## config.mk

```make
export PLATFORM = sky130hd
export DESIGN_NAME = game_fsm
export DESIGN_NICKNAME = d
export VERILOG_FILES = /design/src/rtl/game_pkg.sv /design/src/rtl/hand_acc.sv /design/src/rtl/game_fsm.sv
export SDC_FILE = /design/constraint.sdc
export NUM_CORES = 1
export LEC_CHECK = 0
export ABC_AREA = 1
export CAP_MARGIN = 20
export CORE_MARGIN = 3
export CORE_UTILIZATION = 29
export DETAILED_ROUTE_END_ITERATION = 7
export GPL_TIMING_DRIVEN = 1
export PLACE_DENSITY_LB_ADDON = 0.2
export SYNTH_ARGS = -nofsm -noshare
export SYNTH_HDL_FRONTEND = slang
export SYNTH_SLANG_ARGS = --single-unit
```

## constraint.sdc

```tcl
create_clock -name clk -period 4.26 [get_ports clk]
set_input_delay 1.065 -clock clk [delete_from_list [all_inputs] [get_ports clk]]
set_output_delay 1.065 -clock clk [all_outputs]
set_load 0.005 [all_outputs]
```

## src/rtl/game_pkg.sv

```systemverilog
// Shared game types and constants for the blackjack controller and its draw stages.
package game_pkg;
    typedef enum logic [2:0] {
        ST_IDLE   = 3'b000,
        ST_PLAYER = 3'b001,
        ST_DEALER = 3'b010,
        ST_WIN    = 3'b011,
        ST_LOSE   = 3'b100,
        ST_DRAW   = 3'b101,
        ST_DEAL   = 3'b110
    } game_state_t;

    localparam int         DEALER_STAND_DEF = 17;
    localparam logic [5:0] BLACKJACK        = 6'd21;
    localparam logic [3:0] ACE_VALUE        = 4'd11;
endpackage

```

## src/rtl/hand_acc.sv

```systemverilog
// One hand's running total; with SOFT_ACE_EN an ace may later drop from 11 to 1 on bust.
module hand_acc
    import game_pkg::*;
(
    input  logic       clk,
    input  logic       rst,
    input  logic       clear,
    input  logic       add,
    input  logic [3:0] value,
    output logic [5:0] total
);
    logic [5:0] sum;

`ifdef SOFT_ACE_EN
    logic [1:0] ace_cnt;
    logic [1:0] ace_cnt_n;

    always_comb begin
        sum       = total + {2'b00, value};
        ace_cnt_n = ace_cnt + ((value == ACE_VALUE) ? 2'd1 : 2'd0);
        // Demote one soft ace from 11 to 1 when the hand would otherwise bust.
        if ((sum > BLACKJACK) && (ace_cnt_n != 2'd0)) begin
            sum       = sum - 6'd10;
            ace_cnt_n = ace_cnt_n - 2'd1;
        end
    end

    always_ff @(posedge clk or posedge rst) begin
        if (rst) begin
            total   <= '0;
            ace_cnt <= '0;
        end else if (clear) begin
            total   <= '0;
            ace_cnt <= '0;
        end else if (add) begin
            total   <= sum;
            ace_cnt <= ace_cnt_n;
        end
    end
`else
    always_comb begin
        sum = total + {2'b00, value};
    end

    always_ff @(posedge clk or posedge rst) begin
        if (rst) begin
            total <= '0;
        end else if (clear) begin
            total <= '0;
        end else if (add) begin
            total <= sum;
        end
    end
`endif
endmodule

```

## src/rtl/game_fsm.sv

```systemverilog
// Blackjack game sequencer: deal, player turn, dealer turn, result. Optional SOFT_ACE_EN
// enables soft-ace handling inside hand_acc.
module game_fsm
    import game_pkg::*;
#(
    parameter int DEALER_STAND = DEALER_STAND_DEF
) (
    input  logic       clk,
    input  logic       rst,
    input  logic       btn_start,
    input  logic       btn_hit,
    input  logic       btn_stand,
    output logic       card_req,
    input  logic       card_vld,
    input  logic [3:0] card_value,
    output logic [2:0] state,
    output logic [5:0] player_points,
    output logic [5:0] dealer_points
);
    game_state_t state_r, state_n;
    logic [1:0]  deal_cnt, deal_cnt_n;
    logic        req_dealer;
    logic        issue, issue_dealer, clear, accept;

    assign accept = card_req & card_vld;
    assign state  = state_r;

    always_comb begin
        state_n      = state_r;
        deal_cnt_n   = deal_cnt;
        issue        = 1'b0;
        issue_dealer = 1'b0;
        clear        = 1'b0;
        unique case (state_r)
            ST_IDLE, ST_WIN, ST_LOSE, ST_DRAW: begin
                if (btn_start) begin
                    state_n    = ST_DEAL;
                    deal_cnt_n = 2'd0;
                    clear      = 1'b1;
                end
            end
            ST_DEAL: begin
                if (accept) begin
                    deal_cnt_n = deal_cnt + 2'd1;
                    if (deal_cnt == 2'd3) state_n = ST_PLAYER;
                end else if (!card_req) begin
                    issue        = 1'b1;
                    issue_dealer = deal_cnt[0];
                end
            end
            // Decisions wait until no card is in flight so totals are always settled.
            ST_PLAYER: begin
                if (!card_req) begin
                    if (player_points > BLACKJACK) state_n = ST_LOSE;
                    else if (btn_stand)            state_n = ST_DEALER;
                    else if (btn_hit)              issue   = 1'b1;
                end
            end
            ST_DEALER: begin
                if (!card_req) begin
                    if (dealer_points > BLACKJACK) begin
                        state_n = ST_WIN;
                    end else if (dealer_points < 6'(DEALER_STAND)) begin
                        issue        = 1'b1;
                        issue_dealer = 1'b1;
                    end else if (player_points > dealer_points) begin
                        state_n = ST_WIN;
                    end else if (player_points < dealer_points) begin
                        state_n = ST_LOSE;
                    end else begin
                        state_n = ST_DRAW;
                    end
                end
            end
            default: state_n = ST_IDLE;
        endcase
    end

    always_ff @(posedge clk or posedge rst) begin
        if (rst) begin
            state_r    <= ST_IDLE;
            deal_cnt   <= '0;
            card_req   <= 1'b0;
            req_dealer <= 1'b0;
        end else begin
            state_r  <= state_n;
            deal_cnt <= deal_cnt_n;
            if (issue) begin
                card_req   <= 1'b1;
                req_dealer <= issue_dealer;
            end else if (accept) begin
                card_req <= 1'b0;
            end
        end
    end

    hand_acc u_player (
        .clk   (clk),
        .rst   (rst),
        .clear (clear),
        .add   (accept & ~req_dealer),
        .value (card_value),
        .total (player_points)
    );

    hand_acc u_dealer (
        .clk   (clk),
        .rst   (rst),
        .clear (clear),
        .add   (accept & req_dealer),
        .value (card_value),
        .total (dealer_points)
    );
endmodule

```

==> run metrics, run 1 <==
outcome complete, no violations; Psw ~0.6 mW; Root Buffer clkbuf_8; number of port buffers 25; CP max-delay cell clkdlybuf4s50_1; gp weighted congestion slightly below 0.8; CP Launch Type input port; Setup WS post-layout roughly 1.7 ns; GRT Total Usage 0.136; worst hold path depth 2; busiest grt layer met2; Final Hold Fails 0; clock sinks 19; Final Net Count between 200 and 300; flop-to-flop setup slack 2.61 ns; Final Core Density 0.376; register area around 480 um^2; clock latency on the worst-skew pair roughly 0.26 ns; via count 1,407; clk slew on worst S/H paths approximately 0.080 ns; WP data required ~4.4 ns; met3 global-route usage 0.0181; clock network power share 0.105; syn avg cell area approximately 7 um^2; Final ANT Viol Nets 0; DP Cell Count between 300 and 400; maxcap violations 0; Initial Util 0.304; Final setup viols 0; met2 usage 0.217; P&R area growth vs syn 23.9%; Hold Path Class reg -> reg; XOR/XNOR Fraction of Synth Area 0.0168; Leakage Power 0.986 nW; hold_buf cts 0; largest family of logic cells by synthesized area simple AND/OR/NAND/NOR gates; H-tree depth 1; Flop pwr share 0.268; antenna cell count 0; Num CTS Buffers 3; CP max stage delay between 0.4 and 0.5 ns; critical path's top delay family adder cells; initial antenna violation count 0; Slew HR 0.470; mux cell area share after synthesis 0; DRC viols 0; Worst Hold End deal_cnt[1]; Chip Height roughly 80 um; hold_sp deal_cnt[1]; post-route clock period utilization 0.591; worst r2r dst u_player.total[4]; Place WS between 1 and 1.5 ns; Post-CTS Setup Bufs 0; CTS resizes 0; #FFs+latches synth 19; core area roughly 5100 um^2; largest net degree at the start of global routing 20; maximum clock rate slightly below 0.4 GHz; first-pass GRT wire length a little under 7 mm; share of layout cells above drive strength 1 0.0891; dpl cell area about 1900 um^2; combinational power share 0.626; Critical Path End Type flop; Non-Filler Instances 317; Slew Viols, Final 0; Pwr Density between 600 and 700 nW/um^2; area share of and/or/nand/nor cells after synthesis 0.295; CTS tree built; GRT overflow 0; Tightest Pin Transition 0.794 ns; CP startpoint card_value[0]; Netlist Area Pre-Place between 1500 and 2000 um^2; VDD IR max about 0.18 mV; Multi-input gate area approximately 900 um^2; HPWL after DPL 2.94 mm; register area share after synthesis 0.305; FP Rows 26; syn nets around 250; setup TNS 0 ns; final setup skew 0.00963 ns; Filler Cell Count 580; total wire length approximately 3.7 mm; Arrival @ worst endpoint 2.67 ns; Synth cell types 26; synthesized instance count 219; maximum clock path buffer count 2; Int Pwr about 0.65 mW; RSZ-0062 raised after global routing no; Design Area, Final a little under 2000 um^2; Initial DRC Count 63; I/O pin count 26; Routed WL per cell 11.6 um; reg2reg start u_player.total[0]; die area roughly 6300 um^2; drt first pass iters 4; CP Buf/Inv Count 1; start-to-end type of the worst setup path in -> reg; sw frac 0.480; adder-cell share of the synthesized area 0.146; Vias/cell approximately 4.4; crit-path cells clkdlybuf4s50_1 > ha_1 > fa_1 > a21oi_1 > o21ai_0 > nand2_1 > xor2_1 > nor2_1; Compound-Gate Fraction of Synth Area 0.127; vias in the first global route around 1,500; Die Wd roughly 79 um; yosys warns 0; Worst R2R Path Depth 7; met1 usage 0.191; Tmin final around 2.5 ns; critical path peak fanout 2
-- registers in the layout, indices dropped and copies added (netlist names) --
signal	flops
card_req	1
deal_cnt	2
req_dealer	1
state	3
u_dealer.total	6
u_player.total	6
-- cells in the final DEF (no fill, tap or decap), types with 4 or more instances in the layout --
master / instances
nor2_1: 9
clkdlybuf4s50_1: 25
nand4_1: 5
nand2_1: 62
inv_1: 38
o21ai_0: 13
nand3_1: 14
a21oi_1: 8
nor2_2: 4
dfrtp_1: 19
ha_1: 15
inv_2: 4
o21ai_1: 6
-- how the worst max path moves through the flow --
stage	cells past startpoint	end	slack [ns]
floorplan	7	u_player.total[4]	2.05
global placement	8	u_player.total[4]	1.52
detailed placement	8	u_player.total[4]	1.49
CTS	8	u_player.total[4]	1.75
global route	8	u_player.total[4]	1.63
finish	8	u_player.total[4]	1.74
-- routing by layer --
metal  vias to the layer above  wire length [um]
met3                         4               128
met4                         0                42
met1                       614              1860
li1                        767                 -
met2                        22              1650
met5                         -                 0
-- layout make-up --
class | count | area share
repair buffers | 25 | 0.129
inverters | 43 | 0.0835
clock buffers | 3 | 0.0214
clock inverters | 1 | 0.00259
multi-input cells | 156 | 0.472
well taps | 70 | 0.0453
flip-flops and latches | 19 | 0.246
-- worst min-delay path, delay by kind of cell, from the launching register on --
| family | cells | cell delay [ns] |
|---|---|---|
| flip-flops | 1 | 0.39 |
| AO/OA/AOI/OAI | 1 | 0.06 |
| buffers and inverters | 1 | 0.05 |
-- kinds of logic (layout without fill, tap and decap cells) --
| group | Yosys count | after routing |
|---|---|---|
| AOI/OAI and AO/OA | 34 | 34 |
| xor gates and xnor gates | 3 | 3 |
| adders and majority gates | 17 | 17 |
| buffers and inverters | 44 | 72 |
| DFF | 19 | 19 |
| and+or+nand+nor | 102 | 102 |
-- cells in the mapped netlist --
library cell,number,area (um^2)
nand2_1,62,233
inv_1,38,143
dfrtp_1,19,475
ha_1,15,188
nand3_1,14,70.1
o21ai_0,13,65.1
nor2_1,9,33.8
a21oi_1,8,40.0
o21ai_1,6,30.0
nand4_1,5,31.3
inv_2,4,15.0
nor2_2,4,25.0
nand2_2,3,18.8
nand3_2,3,30.0
a211oi_2,2,25.0
a31oi_1,2,12.5
fa_1,2,40.0
xnor2_1,2,17.5
a21oi_2,1,8.76
buf_6,1,11.3
clkinv_1,1,3.75
nand3b_1,1,7.51
nor2_4,1,11.3
o2111ai_1,1,8.76
o21a_1,1,7.51
xor2_1,1,8.76
-- power by group through the flow --
stage                     combinational (mW)  sequential [mW]  clock (mW)
after floorplan                        0.553            0.325           0
after global placement                 0.788            0.344           0
after detailed placement               0.790            0.343           0
after CTS                              0.797            0.340       0.139
after global routing                   0.935            0.353       0.145
final                                  0.785            0.336       0.132
-- stage by stage --
step | total power [mW] | hold WS (ns)
2_1_floorplan | 0.878 | 0.502
3_3_place_gp | 1.13 | 0.523
3_5_place_dp | 1.13 | 0.526
4_1_cts | 1.28 | 0.538
5_1_grt | 1.43 | 0.546
6_report | 1.25 | 0.537
No activity file was read; power rests on OpenSTA's default activity.
==> inputs of run 2 (changes only) <==
==> constraint.sdc (replaced) <==
create_clock -name clk -period 2.6 [get_ports clk]
set_input_delay 0.65 -clock clk [delete_from_list [all_inputs] [get_ports clk]]
set_output_delay 0.65 -clock clk [all_outputs]
set_load 0.005 [all_outputs]
==> run 2 against run 1 <==
  * Clock-buffer cell count rose by 1
  * Critical path depth stayed put
  * Worst hold slack got worse by 0.00087 ns
  * Critical endpoint unchanged
  * Core utilization grew 0.12 points
  * Largest power group unchanged
  * Final cell count up 0.32%
  * Non-clock buffer count increased by 1
  * Register-to-register slack lost 1.6 ns
  * Global-route usage is 0.41 points lower
  * Setup slack got worse by 1.2 ns
  * Combinational power rose by 63%
  * First-iteration DRC count is 24% higher
  * Routed wire length grew 0.57%
  * Highest routed layer unchanged
==> run metrics, run 2 (same netlist as run 1, synthesis figures left out) <==
Slew Viols, Final 0; Tmin final between 2 and 2.5 ns; hold_sp deal_cnt[1]; FP Rows 26; GRT overflow 0; Initial DRC Count just under 80; maximum clock path buffer count 2; total wire length around 3.7 mm; vias in the first global route between 1,000 and 1,500; maximum clock rate 0.483 GHz; maxcap violations 0; Worst R2R Path Depth 7; start-to-end type of the worst setup path in -> reg; I/O pin count 26; Post-CTS Setup Bufs 0; P&R area growth vs syn 24.3%; leading cell type in the layout, fill and taps excluded nand2_1; GRT Total Usage 0.132; clock sinks 19; HPWL after DPL ~2.9 mm; Arrival @ worst endpoint around 2.2 ns; clock latency on the worst-skew pair around 0.26 ns; Hold Path Class reg -> reg; PnR Total Power about 2 mW; largest net degree at the start of global routing 20; Routed WL per cell ~12 um; Root Buffer clkbuf_8; core area just over 5000 um^2; drt first pass iters 4; critical path peak fanout 2; worst hold path depth 2; number of port buffers 25; Final Net Count roughly 280; via count ~1,400; Critical Path End Type flop; Design Area, Final between 1500 and 2000 um^2; WP data required 2.76 ns; Die Wd roughly 79 um; Filler Cell Count 590; DRC viols 0; RSZ-0062 raised after global routing no; Place WS 0.256 ns; Vias/cell between 4 and 5; Initial Util 0.304; CTS resizes 0; commonest non-fill, non-tap cells in the layout 62 x nand2_1, 38 x inv_1, 25 x clkdlybuf4s50_1; Worst Hold End deal_cnt[1]; Setup WS post-layout ~0.53 ns; Final Hold Fails 0; Leakage Power around 0.99 nW; outcome complete, no violations; initial antenna violation count 0; reg2reg start u_player.total[0]; final setup skew approximately 0.0046 ns; gp weighted congestion about 0.77; first-pass GRT wire length approximately 6.6 mm; clk slew on worst S/H paths ~0.080 ns; dpl cell area roughly 1900 um^2; Final ANT Viol Nets 0; VDD IR max about 0.3 mV; antenna cell count 0; die area 6300 um^2; setup TNS 0 ns; Pwr Density 1060 nW/um^2; Slew HR 0.763; H-tree depth 1; flop-to-flop setup slack between 0.9 and 1 ns; Tightest Pin Transition around 0.36 ns; post-route clock period utilization 0.796; Final setup viols 0; worst r2r dst u_player.total[4]; share of layout cells above drive strength 1 0.0887; Chip Height roughly 80 um; Num CTS Buffers 3; hold_buf cts 0; Final Core Density 0.377; CTS tree built; CP Launch Type input port
run 2: layer usage:
| layer | part of all wire | wire length (um) | global-route usage | vias to the layer above |
|---|---|---|---|---|
| li1 | - | - | - | 759 |
| met1 | 0.51 | 1870 | 0.177 | 640 |
| met2 | 0.46 | 1700 | 0.213 | 18 |
| met3 | 0.023 | 86 | 0.0261 | 4 |
| met4 | 0.012 | 46 | 0.0412 | 0 |
| met5 | 0 | 0 | 0 | - |
run 2: metrics by stage:
| stage | hold WS, ns | cells |
|---|---|---|
| detailed placement | 0.527 | 314 |
| finish | 0.537 | 318 |
| global route | 0.567 | 318 |
| CTS | 0.542 | 318 |
| global placement | 0.523 | 314 |
| floorplan | 0.502 | 219 |
run 2: power by group:
group / total [mW] / switching [mW] / internal (mW)
logic: 1.28 / 0.729 / 0.554
registers: 0.551 / 0.143 / 0.408
clock network: 0.218 / 0.109 / 0.109
total: 2.05 / 0.981 / 1.07
run 2: how the worst max path moves through the flow:
stage / end / depth (start not counted) / startpoint / slack [ns]
5_1_grt: u_player.total[4] / 8 / card_value[0] / 0.39
3_3_place_gp: u_player.total[4] / 8 / card_value[0] / 0.27
4_1_cts: u_player.total[4] / 8 / card_value[0] / 0.53
6_report: u_player.total[4] / 8 / card_value[0] / 0.53
2_1_floorplan: u_player.total[4] / 7 / card_value[0] / 0.80
3_5_place_dp: u_player.total[4] / 8 / card_value[0] / 0.26
run 2: final cells by class:
cell class / count / area, um^2 / area share
repair buffers: 26 / 258 / 0.133
multi-input cells: 156 / 912 / 0.470
flip-flops and latches: 19 / 475 / 0.245
clock buffers: 4 / 45.0 / 0.0232
well taps: 70 / 87.6 / 0.0452
inverters: 43 / 161 / 0.0832
run 2: critical path, stage by stage:
cell and delay [ns]:
clkdlybuf4s50_1 0.43, ha_1 0.24, fa_1 0.42, a21oi_1 0.14
o21ai_0 0.08, nand2_1 0.07, xor2_1 0.14, nor2_1 0.05
==> inputs of run 3 (changes only) <==
==> constraint.sdc (replaced) <==
create_clock -name clk -period 1.75 [get_ports clk]
set_input_delay 0.4375 -clock clk [delete_from_list [all_inputs] [get_ports clk]]
set_output_delay 0.4375 -clock clk [all_outputs]
set_load 0.005 [all_outputs]
==> run 3 against run 2 <==
  * Global-route usage down 0.43 points
  * Non-clock buffer count up 15
  * First-iteration DRC count down 19%
  * Clock skew up 0.0020 ns
  * Worst hold slack worse by 0.033 ns
  * Sequential share of layout area down 1.5 points
  * Core utilization up 3.1 points
  * Routed wire length up 1.6%
  * Register-to-register slack worse by 0.80 ns
  * Final area up 8.3%
  * Via count up 4.2%
==> run metrics, run 3 (same netlist as run 1, synthesis figures left out) <==
CP max stage delay roughly 0.49 ns; HPWL after DPL 3.00 mm; post-route clock period utilization 0.967; first-pass GRT wire length roughly 6.4 mm; Tmin final 1.69 ns; Leakage Power 1.06 nW; Pwr Density between 1500 and 2000 nW/um^2; Psw 1.52 mW; maximum clock path buffer count 2; Setup WS post-layout around 0.06 ns; clock network power share 0.099; core area approximately 5100 um^2; Multi-input gate area roughly 950 um^2; Int Pwr around 1.8 mW; Final Hold Fails 0; Num CTS Buffers 3; Final ANT Viol Nets 0; hold_buf cts 0; Chip Height between 70 and 80 um; via count 1,480; I/O pin count 26; clk slew on worst S/H paths about 0.080 ns; Slew Viols, Final 0; Initial DRC Count between 60 and 70; Vias/cell between 4 and 5; Root Buffer clkbuf_8; maxcap violations 0; final setup skew about 0.0066 ns; Final setup viols 0; P&R area growth vs syn 34.6%; clock latency on the worst-skew pair 0.26 ns; antenna cell count 0; DRC viols 0; crit-path cells buf_4 > clkdlybuf4s50_1; clock sinks 19; initial antenna violation count 0; VDD IR max approximately 0.46 mV; drt first pass iters 4; commonest non-fill, non-tap cells in the layout 62 x nand2_1, 37 x inv_1, 22 x clkdlybuf4s50_1; number of port buffers 25; die area between 6000 and 7000 um^2; Routed WL per cell 11.3 um; Die Wd approximately 79 um; maximum clock rate around 0.59 GHz; outcome complete, no violations; Arrival @ worst endpoint ~1.3 ns; critical path peak fanout 3; WP data required about 1.3 ns; register area ~480 um^2; sw frac 0.464; dpl cell area roughly 2000 um^2; GRT Total Usage 0.128; H-tree depth 1; Hold Path Class in -> async; start-to-end type of the worst setup path reg -> out; Initial Util 0.304; Hold WS approximately 0.50 ns; Final Net Count 291; Flop pwr share 0.250; CP Launch Type flop; largest net degree at the start of global routing 20; CTS tree built; Tightest Pin Transition 0.279 ns; leading cell type in the layout, fill and taps excluded nand2_1; combinational power share 0.651; Slew HR 0.814; gp weighted congestion slightly below 0.8; Design Area, Final about 2100 um^2; total wire length around 3.8 mm; Place WS -0.379 ns; CP max-delay cell clkdlybuf4s50_1; Critical Path End Type primary output; FP Rows 26; vias in the first global route around 1,400; Filler Cell Count 560; share of layout cells above drive strength 1 0.194; GRT overflow 0
run 3: per-layer routing:
metal	track usage	up-vias	part of all wire
li1	-	790	-
met1	0.191	671	0.53
met2	0.193	17	0.45
met3	0.0136	2	0.016
met4	0.0361	0	0.0072
met5	0	-	0
run 3: timing repair:
action | CTS | global route
setup buffers | 0 | 4
gates resized for setup | 5 | 13
setup endpoints to repair | 5 | 7
run 3: final cells by class:
class                      count  share of cell area
multi-input combinational    156               0.454
sequential                    19               0.230
timing repair buffer          41               0.176
inverter                      43              0.0769
tap                           70              0.0417
clock buffer                   4              0.0215
run 3: per-stage QoR:
step           setup TNS, ns  utilization  cells  total power [mW]
2_1_floorplan              0            -    219              2.14
3_3_place_gp           -2.34        0.385    325              2.87
3_5_place_dp           -2.49        0.385    325              2.86
4_1_cts                    0        0.394    329              3.21
5_1_grt             -0.00250        0.408    333              3.70
6_report                   0        0.408    333              3.29
run 3: critical path: cells and delay by family (launching register included):
kind,cells,cell delay [ns]
buf+inv,2,0.62
flops,1,0.37
run 3: power by group through the flow:
stage	clock, mW	combinational, mW	sequential (mW)
2_1_floorplan	0	1.35	0.791
3_3_place_gp	0	2.04	0.825
3_5_place_dp	0	2.04	0.823
4_1_cts	0.333	2.06	0.818
5_1_grt	0.344	2.50	0.858
6_report	0.325	2.14	0.822
run 3: worst paths after layout:
kind | cells past startpoint | end | slack [ns] | start
setup reg to reg | 7 | u_player.total[4] | 0.17 | u_player.total[0]
max in group asynchronous | 3 | state[0] | 1.01 | rst
setup / recovery | 2 | dealer_points[3] | 0.06 | u_dealer.total[3]
min in group clk | 2 | deal_cnt[1] | 0.53 | deal_cnt[1]
hold / removal | 3 | u_player.total[3] | 0.50 | rst
hold reg to reg | 2 | deal_cnt[1] | 0.53 | deal_cnt[1]
